### src/rtl/adc_sample_reader_pkg.sv
// adc_sample_reader_pkg: shared FSM state type and ADC frame constants
package adc_sample_reader_pkg;
    typedef enum logic [1:0] {IDLE, QUIET, SHIFT, DONE} state_e;
    localparam int FRAME_BITS = 16;
    localparam int LEAD_ZEROS = 4;
endpackage

### src/rtl/sample_fifo.sv
// sample_fifo: first-word-fall-through FIFO with registered occupancy count
module sample_fifo #(
    parameter int WIDTH = 22,
    parameter int DEPTH = 8
) (
    input  logic             clk,
    input  logic             rst,
    input  logic             push,
    input  logic [WIDTH-1:0] wr_data,
    input  logic             pop,
    output logic [WIDTH-1:0] rd_data,
    output logic             full,
    output logic             empty
);
    localparam int AW = $clog2(DEPTH);
    logic [WIDTH-1:0] mem_q [DEPTH];
    logic [WIDTH-1:0] mem_d [DEPTH];
    logic [AW-1:0] wr_ptr_q, wr_ptr_d, rd_ptr_q, rd_ptr_d;
    logic [AW:0] count_q, count_d;
    logic do_push, do_pop;
    assign full = count_q == (AW+1)'(DEPTH);
    assign empty = count_q == '0;
    assign rd_data = mem_q[rd_ptr_q];
    always_comb begin
        do_pop = pop & ~empty;
        do_push = push & (~full | do_pop);
        mem_d = mem_q;
        if (do_push) mem_d[wr_ptr_q] = wr_data;
        wr_ptr_d = do_push ? wr_ptr_q + 1'b1 : wr_ptr_q;
        rd_ptr_d = do_pop ? rd_ptr_q + 1'b1 : rd_ptr_q;
        count_d = count_q + (AW+1)'(do_push) - (AW+1)'(do_pop);
    end
    always_ff @(posedge clk) begin
        if (rst) begin
            mem_q <= '{default: '0};
            wr_ptr_q <= '0;
            rd_ptr_q <= '0;
            count_q <= '0;
        end else begin
            mem_q <= mem_d;
            wr_ptr_q <= wr_ptr_d;
            rd_ptr_q <= rd_ptr_d;
            count_q <= count_d;
        end
    end
endmodule

### src/rtl/adc_sample_reader.sv
// adc_sample_reader: triggered serial ADC frame reader with tagged FWFT sample buffer
module adc_sample_reader
    import adc_sample_reader_pkg::*;
#(
    parameter int SAMPLE_W = 12,
    parameter int TAG_W = 10,
    parameter int CLK_DIV = 25,
    parameter int FIFO_DEPTH = 8
) (
    input  logic                      fpga_clk,
    input  logic                      rst,
    input  logic                      adc_trg_n,
    input  logic [TAG_W-1:0]          rot_count,
    input  logic                      flag_clr,
    output logic                      adc_cs_n,
    output logic                      adc_sclk,
    input  logic                      adc_sdata,
    input  logic                      rd_en,
    output logic                      rd_valid,
    output logic [TAG_W+SAMPLE_W-1:0] rd_data,
    output logic                      busy,
    output logic                      ovf_flag,
    output logic                      miss_flag
);
    localparam int CW = CLK_DIV > 1 ? $clog2(CLK_DIV) : 1;
    localparam int BW = $clog2(FRAME_BITS);
    localparam logic [CW-1:0] CNT_MAX = CW'(CLK_DIV - 1);
    localparam logic [BW-1:0] BIT_MAX = BW'(FRAME_BITS - 1);
    localparam logic [BW-1:0] LEAD = BW'(LEAD_ZEROS);
    state_e state_q, state_d;
    logic [2:0] sync_q, sync_d;
    logic trig_q, trig_d, wrap, push, full, empty;
    logic [CW-1:0] cnt_q, cnt_d;
    logic [BW-1:0] bit_q, bit_d;
    logic cs_n_q, cs_n_d, sclk_q, sclk_d, busy_q, busy_d;
    logic ovf_q, ovf_d, miss_q, miss_d;
    logic [TAG_W-1:0] tag_q, tag_d;
    logic [SAMPLE_W-1:0] sample_q, sample_d;
    assign wrap = cnt_q == CNT_MAX;
    always_comb begin
        sync_d = {sync_q[1:0], adc_trg_n};
        trig_d = sync_q[2] & ~sync_q[1];
        state_d = state_q;
        cnt_d = wrap ? '0 : cnt_q + 1'b1;
        bit_d = bit_q;
        cs_n_d = cs_n_q;
        sclk_d = sclk_q;
        tag_d = tag_q;
        sample_d = sample_q;
        push = 1'b0;
        case (state_q)
            IDLE: begin
                cnt_d = '0;
                if (trig_q) begin
                    state_d = QUIET;
                    cs_n_d = 1'b0;
                    tag_d = rot_count;
                end
            end
            QUIET: if (wrap) begin
                state_d = SHIFT;
                sclk_d = 1'b0;
                bit_d = '0;
            end
            SHIFT: if (wrap) begin
                if (!sclk_q) begin
                    sclk_d = 1'b1;
                    if (bit_q >= LEAD) sample_d = {sample_q[SAMPLE_W-2:0], adc_sdata};
                end else if (bit_q == BIT_MAX) begin
                    state_d = DONE;
                end else begin
                    sclk_d = 1'b0;
                    bit_d = bit_q + 1'b1;
                end
            end
            DONE: begin
                state_d = IDLE;
                cs_n_d = 1'b1;
                push = 1'b1;
            end
            default: state_d = IDLE;
        endcase
        busy_d = state_d != IDLE;
        miss_d = (miss_q & ~flag_clr) | (trig_q & (state_q != IDLE));
        ovf_d = (ovf_q & ~flag_clr) | (push & full & ~rd_en);
    end
    always_ff @(posedge fpga_clk) begin
        if (rst) begin
            state_q <= IDLE;
            sync_q <= '1;
            trig_q <= 1'b0;
            cnt_q <= '0;
            bit_q <= '0;
            cs_n_q <= 1'b1;
            sclk_q <= 1'b1;
            busy_q <= 1'b0;
            tag_q <= '0;
            sample_q <= '0;
            ovf_q <= 1'b0;
            miss_q <= 1'b0;
        end else begin
            state_q <= state_d;
            sync_q <= sync_d;
            trig_q <= trig_d;
            cnt_q <= cnt_d;
            bit_q <= bit_d;
            cs_n_q <= cs_n_d;
            sclk_q <= sclk_d;
            busy_q <= busy_d;
            tag_q <= tag_d;
            sample_q <= sample_d;
            ovf_q <= ovf_d;
            miss_q <= miss_d;
        end
    end
    sample_fifo #(.WIDTH(TAG_W + SAMPLE_W), .DEPTH(FIFO_DEPTH)) u_fifo (
        .clk(fpga_clk),
        .rst(rst),
        .push(push),
        .wr_data({tag_q, sample_q}),
        .pop(rd_en),
        .rd_data(rd_data),
        .full(full),
        .empty(empty)
    );
    assign adc_cs_n = cs_n_q;
    assign adc_sclk = sclk_q;
    assign busy = busy_q;
    assign ovf_flag = ovf_q;
    assign miss_flag = miss_q;
    assign rd_valid = ~empty;
endmodule
### config.mk
export PLATFORM = sky130hd
export DESIGN_NAME = adc_sample_reader
export DESIGN_NICKNAME = d
export VERILOG_FILES = /design/src/rtl/adc_sample_reader_pkg.sv /design/src/rtl/sample_fifo.sv /design/src/rtl/adc_sample_reader.sv
export SDC_FILE = /design/constraint.sdc
export NUM_CORES = 1
export LEC_CHECK = 0
export CAP_MARGIN = 30
export CORE_ASPECT_RATIO = 1.25
export CORE_MARGIN = 4
export CORE_UTILIZATION = 60
export CTS_CLUSTER_SIZE = 14
export DETAILED_ROUTE_END_ITERATION = 7
export PLACE_DENSITY = 0.79
export RECOVER_POWER = 100
export SYNTH_ARGS = -nofsm -noshare
export SYNTH_HDL_FRONTEND = slang
export SYNTH_SLANG_ARGS = --single-unit
### constraint.sdc
create_clock -name fpga_clk -period 3.2 [get_ports fpga_clk]
set_input_delay 0.48 -clock fpga_clk [delete_from_list [all_inputs] [get_ports fpga_clk]]
set_output_delay 0.48 -clock fpga_clk [all_outputs]
set_load 0.1 [all_outputs]
==> Implementation_results.wiki <==
{| class="wikitable"
! Metric !! Value
|-
| Commonest cells after routing, fill and taps aside || nand2_1 (406), dfxtp_1 (227), a21oi_1 (211)
|-
| Via count || 8,070
|-
| Area growth, synth to finish || 12.5%
|-
| Setup Fix Bufs, Post-CTS || 0
|-
| Clock tree from TritonCTS || done
|-
| Critical Path Sink Type || primary output
|-
| RSZ-0062 raised after global routing || no
|-
| Clock Tree Root || clkbuf_16
|-
| Routability cong. || 0.761
|-
| Start point of the worst hold path || sync_q[2]
|-
| Final routed DRC violation total || 0
|-
| Maximum number of pins on one net before global-route repair || 120
|-
| Met3 demand-to-capacity share in global routing || 0.0331
|-
| H-Tree Level Count || 1
|-
| Number of setup violations in the final report || 0
|-
| Number of clock sinks || 228
|-
| Normalized max-slew margin || -0.0164
|-
| Grt peak-use layer || met2
|-
| Met2 layer usage reported by global route || 0.446
|-
| Fraction of final layout cells sized beyond drive strength 1 || 0.134
|-
| Starting utilization of the core area || 0.620
|-
| Required time of the critical path || approximately 2700 ps
|-
| Number of cells on the worst reg-to-reg path || 7
|-
| Final cell area excluding filler cells || 11,000 sq um
|-
| Final critical-path share of the clock period || 0.920
|-
| Hold worst-path end || trig_q
|-
| Number of enable flip-flop cells after synthesis || 0
|-
| Wire length after detailed routing || around 24,000 um
|-
| Post-synthesis share of cell area spent on xor and xnor gates || 0.00717
|-
| Number of buffers created by CTS || 23
|-
| Count of cell types in the netlist || 45
|-
| Post-layout utilization of the core || 0.698
|-
| Complex-gate fraction of the synthesized area || 0.136
|-
| Post-synthesis adder-cell area fraction || 0.0161
|-
| Largest family of logic cells by synthesized area || simple AND/OR/NAND/NOR gates
|-
| Final hold violations || 0
|-
| Violations in the final reports || capacitance limit, slew limit
|-
| Die Height || about 150 um
|-
| Total global routing overflow || 0
|-
| Final max-slew violation count || 23
|-
| Number of violations of the max-capacitance limit || 1
|-
| Reported leakage power || 3.63 nW
|-
| Worst hold path class || reg2reg
|-
| Iteration-0 DRC count of the detailed router || 915
|-
| Run status || finished with violations
|-
| Worst hold margin || around 400 ps
|-
| Worst IR drop on VDD || 0.000540 V
|-
| Clock latency at the later pin of the worst-skew pair || about 510 ps
|-
| Die width || 122 um
|-
| Detailed placer's ending HPWL || roughly 13,000 um
|-
| R2R Path Start || u_fifo.count_q[2]
|-
| Number of buffers inserted by hold repair at cts || 0
|-
| Share of synthesized area occupied by flip-flops and latches || 0.467
|-
| Dpl cell area || 10,300 sq um
|-
| Final clock skew || 11.4 ps
|-
| Synthesized netlist cell count || roughly 1,100
|-
| PnR Total Power || 6.51 mW
|-
| Transition time of the tightest slew-check pin || 1520 ps
|-
| Wire length of the first global-routing pass || approximately 39,000 um
|-
| Number of iterations in the first detailed-routing pass || 5
|-
| Clock slew seen by the registers of the worst setup and hold paths || 60 ps
|-
| Minimum clock period || 2940 ps
|-
| Leading register cell type out of synthesis || dfxtp_1
|-
| Post-synthesis cell area || 9780 sq um
|-
| Floorplan core area || 15,800 sq um
|-
| Worst-case register-to-register setup slack || between 200 and 300 ps
|-
| Number of nets in the synthesized netlist || 1,167
|-
| Average via count per standard cell || 5.96
|-
| Number of inserted diodes || 0
|-
| Avg WL per Cell || approximately 18 um
|-
| Reg-to-reg critical path endpoint || u_fifo.mem_q[58]
|-
| Post-layout nets || 1,157
|-
| Resized cells post-CTS || 0
|-
| Async S/R FF share, synth || 0
|-
| Synthesized-area fraction occupied by and/or/nand/nor cells || 0.194
|-
| Kind of start point of the critical path || flip-flop
|-
| #FFs+latches synth || 228
|-
| Count of standard-cell rows || 51
|-
| CP arrival || 2460 ps
|-
| Number of antenna violations at the first check in global routing || 0
|-
| Max Freq || 340 MHz
|-
| Count of port buffers added during placement || 43
|-
| Power density of the placed cells || 592 nW/um^2
|-
| Number of placed I/O pins || 44
|-
| Met1 capacity usage during global routing || 0.349
|-
| Critical path class || reg2out
|-
| Fin Setup TNS || 0 ps
|-
| Largest driver fanout on the critical path || 44
|-
| Longest Clk Path Bufs || 3
|-
| Proportion of synthesized area in mux cells || 0.128
|-
| Syn. warnings || 0
|-
| DIE AREA || 18,400 sq um
|-
| Total routing usage reported by global routing || 0.265
|-
| Post-Synthesis Mean Instance Area || 8.58 sq um
|-
| Number of routed nets with antenna violations || 0
|-
| Vias in the first global route || 7,643
|-
| Most common cell after layout, fill and taps aside || nand2_1
|-
| Hold path cells || 2
|}
## cells by family (layout without fill, tap and decap cells)
| kind of cell | Yosys count | in the layout |
|---|---|---|
| XOR/XNOR | 8 | 8 |
| buffers and inverters | 119 | 122 |
| flip-flops | 228 | 228 |
| AO/OA/AOI/OAI | 239 | 239 |
| adder cells (fa/ha/maj) | 12 | 12 |
| AND/OR/NAND/NOR | 466 | 466 |
| multiplexers | 67 | 67 |
## power by group
group	total, mW	internal [mW]	leakage [nW]	switching (mW)
registers	2.93	2.88	1.84	0.0522
clock network	2.71	1.61	0.361	1.10
logic	0.878	0.346	1.43	0.532
total	6.51	4.84	3.63	1.68
## synth_stat cells (2+ instances only)
library cell / instances / share of area
a211oi_2: 7 / 0.0090
nand2b_1: 4 / 0.0026
nand4b_1: 3 / 0.0027
mux4_2: 44 / 0.10
nand2_1: 406 / 0.16
o21ai_0: 4 / 0.0020
or3_1: 5 / 0.0032
nor3_1: 2 / 0.0010
xor2_1: 4 / 0.0036
buf_1: 22 / 0.0084
clkbuf_1: 34 / 0.013
or2_2: 3 / 0.0019
a21o_1: 2 / 0.0015
nor2b_1: 4 / 0.0026
a211oi_1: 2 / 0.0015
and4b_1: 3 / 0.0031
xnor2_1: 4 / 0.0036
nor2_1: 17 / 0.0065
a21oi_1: 211 / 0.11
nand3_1: 8 / 0.0041
inv_1: 14 / 0.0054
mux2_2: 22 / 0.025
buf_2: 48 / 0.025
ha_1: 11 / 0.014
dfxtp_1: 228 / 0.47
o211ai_2: 8 / 0.010
## registers in the layout, summed over array words and instances (netlist names)
register / flops
trig_q: 1
tag_q: 10
adc_cs_n: 1
u_fifo.rd_ptr_q: 3
ovf_flag: 1
miss_flag: 1
sample_q: 12
cnt_q: 5
bit_q: 4
sync_q: 3
busy: 1
u_fifo.count_q: 4
u_fifo.wr_ptr_q: 3
adc_sclk: 1
state_q: 2
u_fifo.mem_q: 176
## layout make-up
type                    instances  area, sq um
clock buffers                  31          626
clock inverters                 7          119
fillers                      1236         4760
inverters                      15         56.3
multi-input cells             792         4690
flip-flops and latches        228         4570
well taps                     212          265
repair buffers                 69          677
## layer usage
| layer | part of all wire | wire length [um] | vias up |
|---|---|---|---|
| li1 | - | - | 3784 |
| met1 | 0.40 | 9620 | 3860 |
| met2 | 0.50 | 12100 | 354 |
| met3 | 0.070 | 1680 | 72 |
| met4 | 0.031 | 743 | 0 |
| met5 | 0 | 0 | - |
## critical path, cell delays in order, from the launching register on
cell	delay [ps]
dfxtp_1	430
buf_12	340
mux4_2	550
mux2_2	310
buf_2	300
## how the worst max path moves through the flow
stage	endpoint	slack (ps)	depth (start not counted)	startpoint
3_3_place_gp	u_fifo.count_q[2]	700	7	rd_en
6_report	rd_data[21]	260	4	u_fifo.rd_ptr_q[0]
2_1_floorplan	u_fifo.count_q[2]	490	11	u_fifo.count_q[2]
5_1_grt	u_fifo.mem_q[65]	190	7	u_fifo.count_q[2]
3_5_place_dp	u_fifo.count_q[2]	650	7	rd_en
4_1_cts	rd_data[21]	390	4	u_fifo.rd_ptr_q[0]
## stage by stage
step,cells,worst slack [ps]
final,1354,256
after global routing,1354,192
after CTS,1354,386
after detailed placement,1316,652
after global placement,1316,703
after floorplan,1139,493
Power figures use the tool's default switching activity.
==> RTL edit (same settings) <==
Set the parameter `FIFO_DEPTH` to 4 (it was 8).
--- a/src/rtl/adc_sample_reader.sv
+++ b/src/rtl/adc_sample_reader.sv
@@ -6,5 +6,5 @@
     parameter int TAG_W = 10,
     parameter int CLK_DIV = 25,
-    parameter int FIFO_DEPTH = 8
+    parameter int FIFO_DEPTH = 4
 ) (
     input  logic                      fpga_clk,
Behaviour: no difference found for any inputs over 10 cycles, from zero or initial values and one cycle with rst high; that may be too few to reach the edited logic, so the function may still have changed.
==> RTL edit against the unedited design <==
The flow finishes with violations (max-capacitance violations); sequential share of layout area is 0.28 points lower; register-to-register slack improved by 0.36 ns; area after synthesis decreased by 41%; routed wire length fell by 42%; design area fell by 40%; clock power fell by 25%; sequential cell count decreased by 91; critical path depth decreased by 1; setup slack improved by 0.14 ns; power decreased by 35%.
==> RTL edit: results (changes against the unedited design) <==
[finish]
drive_above_1_share_pct=13.20  ; -0.19 points
fillers=695  ; -44%
largestRegisters=u_fifo.mem_q (88), sample_q (12), tag_q (10)
layout.cells.non_filler=797  ; -41%
regArea_mm2=0.002743  ; -40%

[worst_setup_path]
r2r_cells=8  ; +1
endpoint=rd_data[5]
r2r-end=sample_q[2]
rrSetupSlack_ns=0.64  ; +0.36 ns
reg2reg_from=cnt_q[0]

[placement]
dp_hpwl_um=8177  ; -38%
dpl_cell_area_mm2=0.006186  ; -40%
preCtsSetupSlack_ns=0.5695  ; -0.08292 ns
routabilityCongestion=0.7844  ; +3.1%

[outcome]
outcome=finished with violations
violations=max-capacitance violations

[detailed_routing]
firstDrtPassIters=7  ; +2
viasPerCell=5.997  ; +0.63%
drt-wirelength-per-cell_um=17.64  ; -1.2%
drt-initial-drc-count=469  ; -49%

[timing]
fin_skew_ns=0.007430  ; -0.003962 ns
tightest_slew_ns=1.498  ; -0.02684 ns
hold_slack_ns=0.4159  ; +0.008445 ns

[global_routing]
grtUsageTotal_pct=26.41  ; -0.082 points
grt_pass1_vias=4843  ; -37%
grt_max_degree=91  ; -24%
grt_first_pass_wirelength_um=23250  ; -40%

[clock_tree]
htreeDepth=4  ; +3
cts_buffers=17  ; -26%
clk_path_buf_depth=2  ; -1

[power_and_ir_drop]
p_leak_nw=2.268  ; -38%
ir_worst_vdd_v=0.0004824  ; -11%

[yosys]
ys_types=40  ; -11%
syn_nets=663  ; -43%
ys_top_cells_by_count=dfxtp_1, nand2_1, a21oi_1

[flow_run]
drv_cap=1  ; unchanged

[worst_hold_path]
worstHoldStart=sync_q[0]
min_path_cells=1  ; -1
hold_end=sync_q[1]

RTL edit: cell types whose count changed in the layout (fill, tap and decap cells not counted), moves of 12 or more:
cell	before	now
mux4_2	44	22
nand3_1	8	95
buf_12	13	1
dfxtp_1	227	137
mux2_2	13	0
nand2_1	406	113
a21oi_1	211	106
nor2_1	17	30
mux2i_1	1	13
RTL edit: metal layers:
metal	track usage, %	vias to the layer above	wire, µm
li1	-	2253	-
met1	32.69	2285	5661
met2	42.63	209	7049
met3	5.754	33	948
met4	13.26	0	398
met5	0	-	0
RTL edit: cell families (layout without fill, tap and decap cells):
group / count (synthesis) / after routing / synth area share (%)
AOI/OAI and AO/OA: 120 / 120 / 10.85
xor gates and xnor gates: 8 / 8 / 1.215
adders and majority gates: 10 / 10 / 2.299
buffers and inverters: 62 / 99 / 6.182
DFF: 137 / 137 / 47.55
muxes: 35 / 35 / 10.85
and+or+nand+nor: 265 / 265 / 21.06
RTL edit: worst max-delay path: stages, from the launching register on:
cell and delay, ns:
dfxtp_1 0.85, buf_4 0.33, mux4_2 0.33, clkbuf_2 0.39
RTL edit: power by group:
group	internal (mW)	switching, mW	total (mW)
Clock	1.34	0.692	2.03
Sequential	1.74	0.0768	1.81
Combinational	0.171	0.233	0.404
Total	3.25	1.00	4.25
RTL edit: area by class of cell:
type	count	area share, %
Sequential cell	137	41.23
Multi-Input combinational cell	438	40.09
Clock buffer	24	7.092
Timing Repair Buffer	59	6.678
Tap cell	123	2.314
Clock inverter	8	2.144
Inverter	8	0.4515
